--- src/rtl/if_fetch_if.sv ---
// if_fetch_if: signal bundle between the pipeline/memory side (master) and the IF stage (slave).
interface if_fetch_if;
    logic        rdy;
    logic        jump_enable;
    logic [31:0] jump_target;
    logic [5:0]  stall_ctrler;
    logic        mem_ready;
    logic [31:0] mem_inst;
    logic        mem_req;
    logic [31:0] mem_addr;
    logic        if_stall_req;
    logic [31:0] if_pc;
    logic [31:0] if_inst;
    modport master (
        output rdy, jump_enable, jump_target, stall_ctrler, mem_ready, mem_inst,
        input  mem_req, mem_addr, if_stall_req, if_pc, if_inst
    );
    modport slave (
        input  rdy, jump_enable, jump_target, stall_ctrler, mem_ready, mem_inst,
        output mem_req, mem_addr, if_stall_req, if_pc, if_inst
    );
endinterface

--- src/rtl/if_fetch.sv ---
// if_fetch: instruction fetch FSM with at most one outstanding memory request.
// Defining ICACHE_EN adds a direct-mapped 64 x 1-word instruction cache.
module if_fetch (
    input logic       clk,
    input logic       rst,
    if_fetch_if.slave bus
);
    typedef enum logic [1:0] {IDLE, WAIT, DONE, DRAIN} state_e;
    state_e      state_q, state_d;
    logic [31:0] pc_q, pc_d, inst_q, inst_d;
    logic        hit;
    logic [31:0] hit_data;
    logic        unused_ok;
    assign unused_ok = ^bus.stall_ctrler[5:2];
`ifdef ICACHE_EN
    logic [63:0] valid_q;
    logic [23:0] tag_q [64];
    logic [31:0] data_q [64];
    logic        fill;
    assign hit      = valid_q[pc_q[7:2]] && tag_q[pc_q[7:2]] == pc_q[31:8];
    assign hit_data = data_q[pc_q[7:2]];
    // Only a fetch that completes without a redirect may allocate a line.
    assign fill = bus.rdy && state_q == WAIT && bus.mem_ready && !bus.jump_enable;
    always_ff @(posedge clk)
        if (rst) valid_q <= '0;
        else if (fill) valid_q[pc_q[7:2]] <= 1'b1;
    always_ff @(posedge clk)
        if (!rst && fill) begin
            tag_q[pc_q[7:2]]  <= pc_q[31:8];
            data_q[pc_q[7:2]] <= bus.mem_inst;
        end
`else
    assign hit      = 1'b0;
    assign hit_data = '0;
`endif
    always_comb begin
        state_d = state_q;
        pc_d    = pc_q;
        inst_d  = inst_q;
        if (bus.jump_enable) begin
            pc_d    = bus.jump_target;
            state_d = ((state_q == WAIT || state_q == DRAIN) && !bus.mem_ready) ? DRAIN : IDLE;
        end else begin
            case (state_q)
                IDLE: begin
                    state_d = hit ? DONE : WAIT;
                    inst_d  = hit ? hit_data : inst_q;
                end
                WAIT: begin
                    state_d = bus.mem_ready ? DONE : WAIT;
                    inst_d  = bus.mem_ready ? bus.mem_inst : inst_q;
                end
                DONE: begin
                    state_d = bus.stall_ctrler[1:0] == 2'b00 ? IDLE : DONE;
                    pc_d    = bus.stall_ctrler[1:0] == 2'b00 ? pc_q + 32'd4 : pc_q;
                end
                default: state_d = bus.mem_ready ? IDLE : DRAIN;
            endcase
        end
    end
    always_ff @(posedge clk)
        if (rst) begin
            state_q <= IDLE;
            pc_q    <= '0;
            inst_q  <= '0;
        end else if (bus.rdy) begin
            state_q <= state_d;
            pc_q    <= pc_d;
            inst_q  <= inst_d;
        end
    assign bus.mem_req      = state_q == WAIT || (state_q == IDLE && !hit);
    assign bus.mem_addr     = pc_q;
    assign bus.if_stall_req = state_q != DONE;
    assign bus.if_pc        = state_q == DONE ? pc_q : '0;
    assign bus.if_inst      = state_q == DONE ? inst_q : '0;
endmodule

--- src/flat_wrapper.sv ---
// flat-port wrapper written by rule: the top's interface ports become plain ports
module if_fetch_flat 
  (clk, rst, bus_rdy, bus_jump_enable, bus_jump_target, bus_stall_ctrler, bus_mem_ready, bus_mem_inst, bus_mem_req, bus_mem_addr, bus_if_stall_req, bus_if_pc, bus_if_inst);
  if_fetch_if bus_i ();
  input logic clk;
  input logic rst;
  input wire logic [$bits(bus_i.rdy)-1:0] bus_rdy;
  input wire logic [$bits(bus_i.jump_enable)-1:0] bus_jump_enable;
  input wire logic [$bits(bus_i.jump_target)-1:0] bus_jump_target;
  input wire logic [$bits(bus_i.stall_ctrler)-1:0] bus_stall_ctrler;
  input wire logic [$bits(bus_i.mem_ready)-1:0] bus_mem_ready;
  input wire logic [$bits(bus_i.mem_inst)-1:0] bus_mem_inst;
  output wire logic [$bits(bus_i.mem_req)-1:0] bus_mem_req;
  output wire logic [$bits(bus_i.mem_addr)-1:0] bus_mem_addr;
  output wire logic [$bits(bus_i.if_stall_req)-1:0] bus_if_stall_req;
  output wire logic [$bits(bus_i.if_pc)-1:0] bus_if_pc;
  output wire logic [$bits(bus_i.if_inst)-1:0] bus_if_inst;
  assign bus_i.rdy = bus_rdy;
  assign bus_i.jump_enable = bus_jump_enable;
  assign bus_i.jump_target = bus_jump_target;
  assign bus_i.stall_ctrler = bus_stall_ctrler;
  assign bus_i.mem_ready = bus_mem_ready;
  assign bus_i.mem_inst = bus_mem_inst;
  assign bus_mem_req = bus_i.mem_req;
  assign bus_mem_addr = bus_i.mem_addr;
  assign bus_if_stall_req = bus_i.if_stall_req;
  assign bus_if_pc = bus_i.if_pc;
  assign bus_if_inst = bus_i.if_inst;
  if_fetch u_core (.clk(clk), .rst(rst), .bus(bus_i));
endmodule
--- config.mk ---
export PLATFORM = sky130hd
export DESIGN_NAME = if_fetch_flat
export DESIGN_NICKNAME = d
export VERILOG_FILES = /design/src/rtl/if_fetch_if.sv /design/src/rtl/if_fetch.sv /design/src/flat_wrapper.sv
export SDC_FILE = /design/constraint.sdc
export NUM_CORES = 1
export LEC_CHECK = 0
export CAP_MARGIN = 20
export CORE_MARGIN = 2
export CORE_UTILIZATION = 43
export CTS_BUF_LIST = sky130_fd_sc_hd__clkbuf_2 sky130_fd_sc_hd__clkbuf_4 sky130_fd_sc_hd__clkbuf_8
export DETAILED_ROUTE_END_ITERATION = 8
export PLACE_DENSITY = 0.82
export SYNTH_ARGS = -nofsm -noshare
export SYNTH_HDL_FRONTEND = slang
export SYNTH_SLANG_ARGS = --single-unit
--- constraint.sdc ---
create_clock -name clk -period 2.7 [get_ports clk]
set_input_delay 0.54 -clock clk [delete_from_list [all_inputs] [get_ports clk]]
set_output_delay 0.54 -clock clk [all_outputs]
set_load 0.005 [all_outputs]
==> impl_metrics.py, run 1 <==
metrics = {
    "sta": {
        "setup_viol": 0,
        "finalCritPeriodShare_pct": 92.7,
        "finalHoldViolCount": 0,
        "rsz0062_at_grt": "no",
        "tightestPinTransition_ns": 0.639,
        "clock.fmax_mhz": 400,
        "fin_skew_ns": 0.0120,
        "drv_slew": 0,
        "period_needed_ns": 2.50,
        "setup_tns_ns": 0,
        "slew_headroom_pct": 57.0,
    },
    "cells_and_area": {
        "final_cell_area_sq_mm": 0.00592,
        "area.growth.synth_to_final_pct": 54.2,
        "num_antenna_cells": 0,
        "drive_above_1_share_pct": 6.78,
        "stdcell_count": 801,
        "nNetsFinal": 764,
    },
    "synth": {
        "synth_top_cell_area_share_pct": 34.4,
        "synth.most_common_cell": "nand2_1",
        "avgSynthCellArea_sq_um": 7.28,
        "synth_warnings": 0,
        "async_reset_ff_share_pct": 0,
        "netlist_area_sq_mm": 0.00384,
        "synth_top_area_cell": "dfxtp_1",
        "synth_seq_cells": 66,
        "yosys_most_used_dff": "dfxtp_1",
        "syn-num-nets": 603,
        "yosysUniqueCellTypes": 51,
        "synth-edff-count": 0,
        "netlist_top_cells_area": "dfxtp_1, and2_1, nand2_1",
        "synthTopCellsByCount": "nand2_1, dfxtp_1, and2_1",
        "synthCells": 527,
        "yosysSeqAreaShare_pct": 34.4,
    },
    "placed_design": {
        "place_area_sq_mm": 0.00567,
        "dp.cells": 782,
        "io_buffers": 168,
        "place_hpwl_um": 9600,
        "routabilityCongestion": 0.936,
    },
    "worst_setup_path": {
        "critPathCaptureType": "primary output",
        "path_cells": "inv_1 > nor2_4 > buf_4 > buf_12 > and2_1 > clkdlybuf4s50_1",
        "critPathTopFamily": "buffers and inverters",
        "crit_required_ns": 2.16,
        "cp-start-kind": "flop",
        "slowest_delay_ns": 0.52,
        "cp_slowest_cell": "clkdlybuf4s50_1",
        "crit_fanout": 33,
        "worst_ep_arrival_time_ns": 1.96,
        "worstSetupPathType": "reg2out",
        "critical_path_buf_inv_count": 4,
    },
    "clocking": {
        "numCtsBuffers": 9,
        "h-tree-depth": 3,
        "clk_latency_ns": 0.34,
        "cts_tree": "done",
        "post_cts_buffers": 3,
        "path_clk_slew_ns": 0.07,
        "cts_root_buf": "clkbuf_8",
        "clock_path_buffers": 2,
        "post_cts_resize_count": 0,
        "postCtsHoldBufs": 0,
        "cts_sinks": 66,
    },
    "floorplan": {
        "ios": 173,
        "num_rows": 34,
        "start_util_pct": 44.2,
        "die_area_sq_mm": 0.00970,
        "fp.coreArea_sq_mm": 0.00868,
        "fp.dieH_um": 98.5,
        "dieWidth_um": 98.5,
    },
    "route": {
        "drc_errors": 0,
        "wl_per_cell_um": 16.4,
        "wirelength_um": 13100,
        "first_iter_violations": 377,
        "num_vias": 4613,
        "drt_pass1_iterations": 4,
        "antenna_left": 0,
        "vias_per_cell": 5.76,
    },
    "power_and_ir_drop": {
        "leakagePower_nw": 2.02,
        "powerDensity_mw_per_mm2": 399,
        "vdd_ir_drop_max_uv": 233,
    },
    "status": {
        "outcome": "completed",
    },
    "min_path": {
        "hold_path_class": "reg2reg",
    },
    "global_routing": {
        "antenna_found_initial": 0,
        "grt_pass1_wl_um": 21300,
        "grt.overflow.total": 0,
        "grt_use_total_pct": 26.5,
        "first_global_vias": 4401,
        "grt_max_degree": 34,
    },
    "run": {
        "drv_cap": 0,
    },
}
==> final timing paths <==
path                                             from  depth (start not counted)  slack (ns)                                   end
hold / removal         u_core.inst_q[19]$_SDFFE_PP0P_                          2        0.45        u_core.inst_q[19]$_SDFFE_PP0P_
hold reg to reg        u_core.inst_q[19]$_SDFFE_PP0P_                          2        0.45        u_core.inst_q[19]$_SDFFE_PP0P_
setup / recovery       u_core.state_q[1]$_SDFFE_PP0P_                          6        0.20                        bus_if_inst[7]
setup reg to reg  u_core.bus.mem_addr[6]$_SDFFE_PP0P_                          4        0.45  u_core.bus.mem_addr[31]$_SDFFE_PP0P_
==> cells in the final DEF (no fill, tap or decap), types with 4 or more instances in the layout <==
| cell | count |
|---|---|
| o311ai_0 | 4 |
| a21oi_1 | 50 |
| and2_1 | 61 |
| clkbuf_8 | 10 |
| buf_4 | 22 |
| o211ai_1 | 8 |
| nand3_1 | 17 |
| nor2b_1 | 6 |
| a31oi_1 | 9 |
| a32o_1 | 4 |
| clkdlybuf4s50_1 | 166 |
| nor4_1 | 10 |
| dfxtp_1 | 66 |
| nor2_1 | 21 |
| and3_1 | 10 |
| inv_1 | 10 |
| or4_1 | 5 |
| a211oi_1 | 6 |
| and4_1 | 5 |
| nor3_1 | 16 |
| o21ai_0 | 18 |
| nand4_1 | 15 |
| nand2_1 | 94 |
| or3_1 | 6 |
==> where the power goes <==
| part | total, W | switching [W] | internal, W |
|---|---|---|---|
| logic | 0.000346 | 0.000146 | 0.000200 |
| clock network | 0.000950 | 0.000403 | 0.000547 |
| registers | 0.00106 | 0.0000584 | 0.00101 |
| total | 0.00236 | 0.000607 | 0.00175 |
==> worst min-delay path: stages (launching register included) <==
cell,delay [ns]
dfxtp_1,0.31
nand2_1,0.05
a21oi_1,0.05
==> state kept, by name (all words and copies together) (netlist names) <==
| register | flops |
|---|---|
| u_core.state_q | 2 |
| u_core.inst_q | 32 |
| u_core.bus.mem_addr | 32 |
==> metal layers <==
layer  part of all wire (%)  global-route usage [%]
met3                    7.8                    3.90
met5                      0                       0
met1                     43                    35.8
met2                     47                    43.0
met4                    2.3                    9.91
==> final cells by class <==
class                      count  area [sq um]
timing repair buffer         192          1880
clock inverter                 6          87.6
fill                         750          2760
sequential                    66          1320
multi-input combinational    409          2320
tap                          108           135
inverter                      10          37.5
clock buffer                  10           138
==> per-stage QoR <==
| stage | hold slack (ns) | utilization, % | worst slack, ns | power (W) |
|---|---|---|---|---|
| 6_report | 0.451 | 68.2 | 0.198 | 0.00236 |
| 4_1_cts | 0.454 | 68.2 | 0.176 | 0.00236 |
| 2_1_floorplan | 0.432 | - | 0.655 | 0.00121 |
| 5_1_grt | 0.477 | 68.2 | 0.0928 | 0.00245 |
| 3_5_place_dp | 0.442 | 65.3 | 0.121 | 0.00143 |
| 3_3_place_gp | 0.437 | 65.3 | 0.195 | 0.00142 |
==> logic make-up after synthesis <==
logic type | after synthesis | synth area share (%)
AOI/OAI and AO/OA | 128 | 21.4
adders and majority gates | 1 | 0.326
buffers and inverters | 52 | 5.25
DFF | 66 | 34.4
muxes | 1 | 0.261
and+or+nand+nor | 279 | 38.3
Note: power is estimated with default switching activity, not from simulation.
==> run 2, diff against run 1 <==
--- a/config.mk
+++ b/config.mk
@@ -6,11 +6,14 @@
 export NUM_CORES = 1
 export LEC_CHECK = 0
 export CAP_MARGIN = 20
+export CELL_PAD_IN_SITES_DETAIL_PLACEMENT = 0
+export CELL_PAD_IN_SITES_GLOBAL_PLACEMENT = 2
+export CORE_ASPECT_RATIO = 1.2
 export CORE_MARGIN = 2
-export CORE_UTILIZATION = 43
+export CORE_UTILIZATION = 22
 export CTS_BUF_LIST = sky130_fd_sc_hd__clkbuf_2 sky130_fd_sc_hd__clkbuf_4 sky130_fd_sc_hd__clkbuf_8
 export DETAILED_ROUTE_END_ITERATION = 8
-export PLACE_DENSITY = 0.82
+export PLACE_DENSITY_LB_ADDON = 0.1
 export SYNTH_ARGS = -nofsm -noshare
 export SYNTH_HDL_FRONTEND = slang
 export SYNTH_SLANG_ARGS = --single-unit
==> run 2 against run 1 <==
Against the previous run:
- via count down 2.1%
- register-to-register slack better by 0.06 ns
- sequential power about the same
- worst hold slack better by 0.00099 ns
- clock power down 4.1%
- die area up 91%
- first-iteration DRC count down 46%
- maximum frequency down 0.29%
- worst setup slack worse by 0.0074 ns
- non-clock buffer count up 10
==> impl_metrics.py, run 2 (synthesized netlist as in run 1, its figures left out) <==
metrics = {
    "placed_design": {
        "io_buffers": 168,
        "dp.cells": 900,
        "routabilityCongestion": 0.832,
        "place_hpwl_um": 11600,
    },
    "sta": {
        "period_needed_ns": 2.51,
        "tightestPinTransition_ns": 0.675,
        "hold_ws_ns": 0.452,
        "fin_skew_ns": 0.00997,
        "setup_viol": 0,
        "rsz0062_at_grt": "no",
        "setup_tns_ns": 0,
        "drv_slew": 0,
        "finalCritPeriodShare_pct": 92.9,
        "slew_headroom_pct": 54.6,
        "clock.fmax_mhz": 399,
        "finalHoldViolCount": 0,
    },
    "route": {
        "first_iter_violations": 203,
        "wirelength_um": 16000,
        "wl_per_cell_um": 17.4,
        "num_vias": 4518,
        "vias_per_cell": 4.91,
        "antenna_left": 0,
        "drc_errors": 0,
        "drt_pass1_iterations": 4,
    },
    "power_and_ir_drop": {
        "leakagePower_nw": 2.05,
        "vdd_ir_drop_max_uv": 228,
        "powerDensity_mw_per_mm2": 383,
        "total_power_w": 0.00234,
    },
    "floorplan": {
        "die_area_sq_mm": 0.0185,
        "ios": 173,
        "num_rows": 52,
        "dieWidth_um": 125,
        "fp.dieH_um": 149,
        "fp.coreArea_sq_mm": 0.0170,
        "start_util_pct": 22.6,
    },
    "worst_setup_path": {
        "r2r_end": "u_core.bus.mem_addr[31]$_SDFFE_PP0P_",
        "worst-r2r-cell-count": 4,
        "crit_fanout": 6,
        "ff2ff_setup_slack_ns": 0.51,
        "worst_ep_arrival_time_ns": 1.97,
        "endpoint": "bus_if_pc[30]",
        "r2r-start": "u_core.bus.mem_addr[11]$_SDFFE_PP0P_",
        "crit_required_ns": 2.16,
        "critPathCaptureType": "primary output",
        "worstSetupPathType": "reg2out",
        "crit_path_start": "u_core.state_q[1]$_SDFFE_PP0P_",
        "cp-start-kind": "flop",
    },
    "status": {
        "outcome": "completed",
    },
    "clocking": {
        "clk_latency_ns": 0.36,
        "cts_tree": "done",
        "path_clk_slew_ns": 0.08,
        "postCtsHoldBufs": 0,
        "numCtsBuffers": 9,
        "cts_root_buf": "clkbuf_8",
        "cts_sinks": 66,
        "h-tree-depth": 3,
        "clock_path_buffers": 2,
    },
    "cells_and_area": {
        "nNetsFinal": 774,
        "final_common_cell": "clkdlybuf4s50_1",
        "utilization_pct": 36.0,
        "final_cell_mix": "clkdlybuf4s50_1, nand2_1, dfxtp_1, and2_1, a21oi_1",
        "drive_above_1_share_pct": 8.25,
        "area.growth.synth_to_final_pct": 59.1,
        "stdcell_count": 920,
    },
    "global_routing": {
        "first_global_vias": 4480,
        "grt_max_degree": 44,
        "antenna_found_initial": 2,
        "grt_pass1_wl_um": 25200,
        "grt.overflow.total": 0,
        "grt_use_total_pct": 17.1,
    },
    "min_path": {
        "holdCritStartpoint": "u_core.inst_q[0]$_SDFFE_PP0P_",
        "hold_depth": 2,
        "hold_path_class": "reg2reg",
    },
    "run": {
        "drv_cap": 0,
    },
}
[run 2: layer usage]
metal  wire length [um]  global-route usage (%)  part of all wire [%]  up-vias
met5                  0                       0                     0        -
met4                184                    5.56                   1.2        0
met3                944                    4.28                   5.9       13
met2               7840                    28.9                    49      134
met1               7030                    21.4                    44     2131
li1                   -                       -                     -     2240
[run 2: metrics by stage]
stage                     cell area, sq um  setup WS (ns)
after floorplan                       3840          0.655
after global placement                5870          0.145
after detailed placement              5870          0.139
after CTS                             6100          0.115
after global routing                  6100         0.0206
final                                 6110          0.191
[run 2: worst min-delay path by stage]
stage / to
finish: u_core.inst_q[0]$_SDFFE_PP0P_
global route: u_core.inst_q[10]$_SDFFE_PP0P_
CTS: u_core.inst_q[27]$_SDFFE_PP0P_
detailed placement: u_core.inst_q[29]$_SDFFE_PP0P_
global placement: u_core.inst_q[11]$_SDFFE_PP0P_
floorplan: u_core.inst_q[0]$_SDFFE_PP0P_
[run 2: area by class of cell]
class,count,area [sq um]
fillers,1821,10900
multi-input cells,409,2320
repair buffers,202,1940
flip-flops and latches,66,1320
well taps,216,270
clock buffers,12,159
clock inverters,4,50.0
inverters,10,41.3
diodes,1,2.50
[run 2: report_power, final]
part           total [W]  internal [W]  switching [W]
Combinational   0.000366      0.000205       0.000161
Sequential       0.00106       0.00101      0.0000523
Clock           0.000911      0.000486       0.000425
[run 2: critical path, cell delays in order, from the launching register on]
cell	delay, ns
dfxtp_1	0.40
inv_1	0.12
nor2_4	0.19
clkinvlp_4	0.12
buf_4	0.17
nor2_1	0.11
clkdlybuf4s50_1	0.51
[run 2: what timing repair did]
item	4_1_cts	5_1_grt
pin swaps	1	1
endpoints found under the setup margin	8	1
endpoints found under the hold margin	0	0
resized for setup	1	0
buffers inserted	3	0
==> run 3, diff against run 2 <==
--- a/config.mk
+++ b/config.mk
@@ -5,7 +5,6 @@
 export SDC_FILE = /design/constraint.sdc
 export NUM_CORES = 1
 export LEC_CHECK = 0
-export CAP_MARGIN = 20
 export CELL_PAD_IN_SITES_DETAIL_PLACEMENT = 0
 export CELL_PAD_IN_SITES_GLOBAL_PLACEMENT = 2
 export CORE_ASPECT_RATIO = 1.2
==> results of run 3 <==
Same layout as run 2: the final DEF is identical, and so are final timing and power.
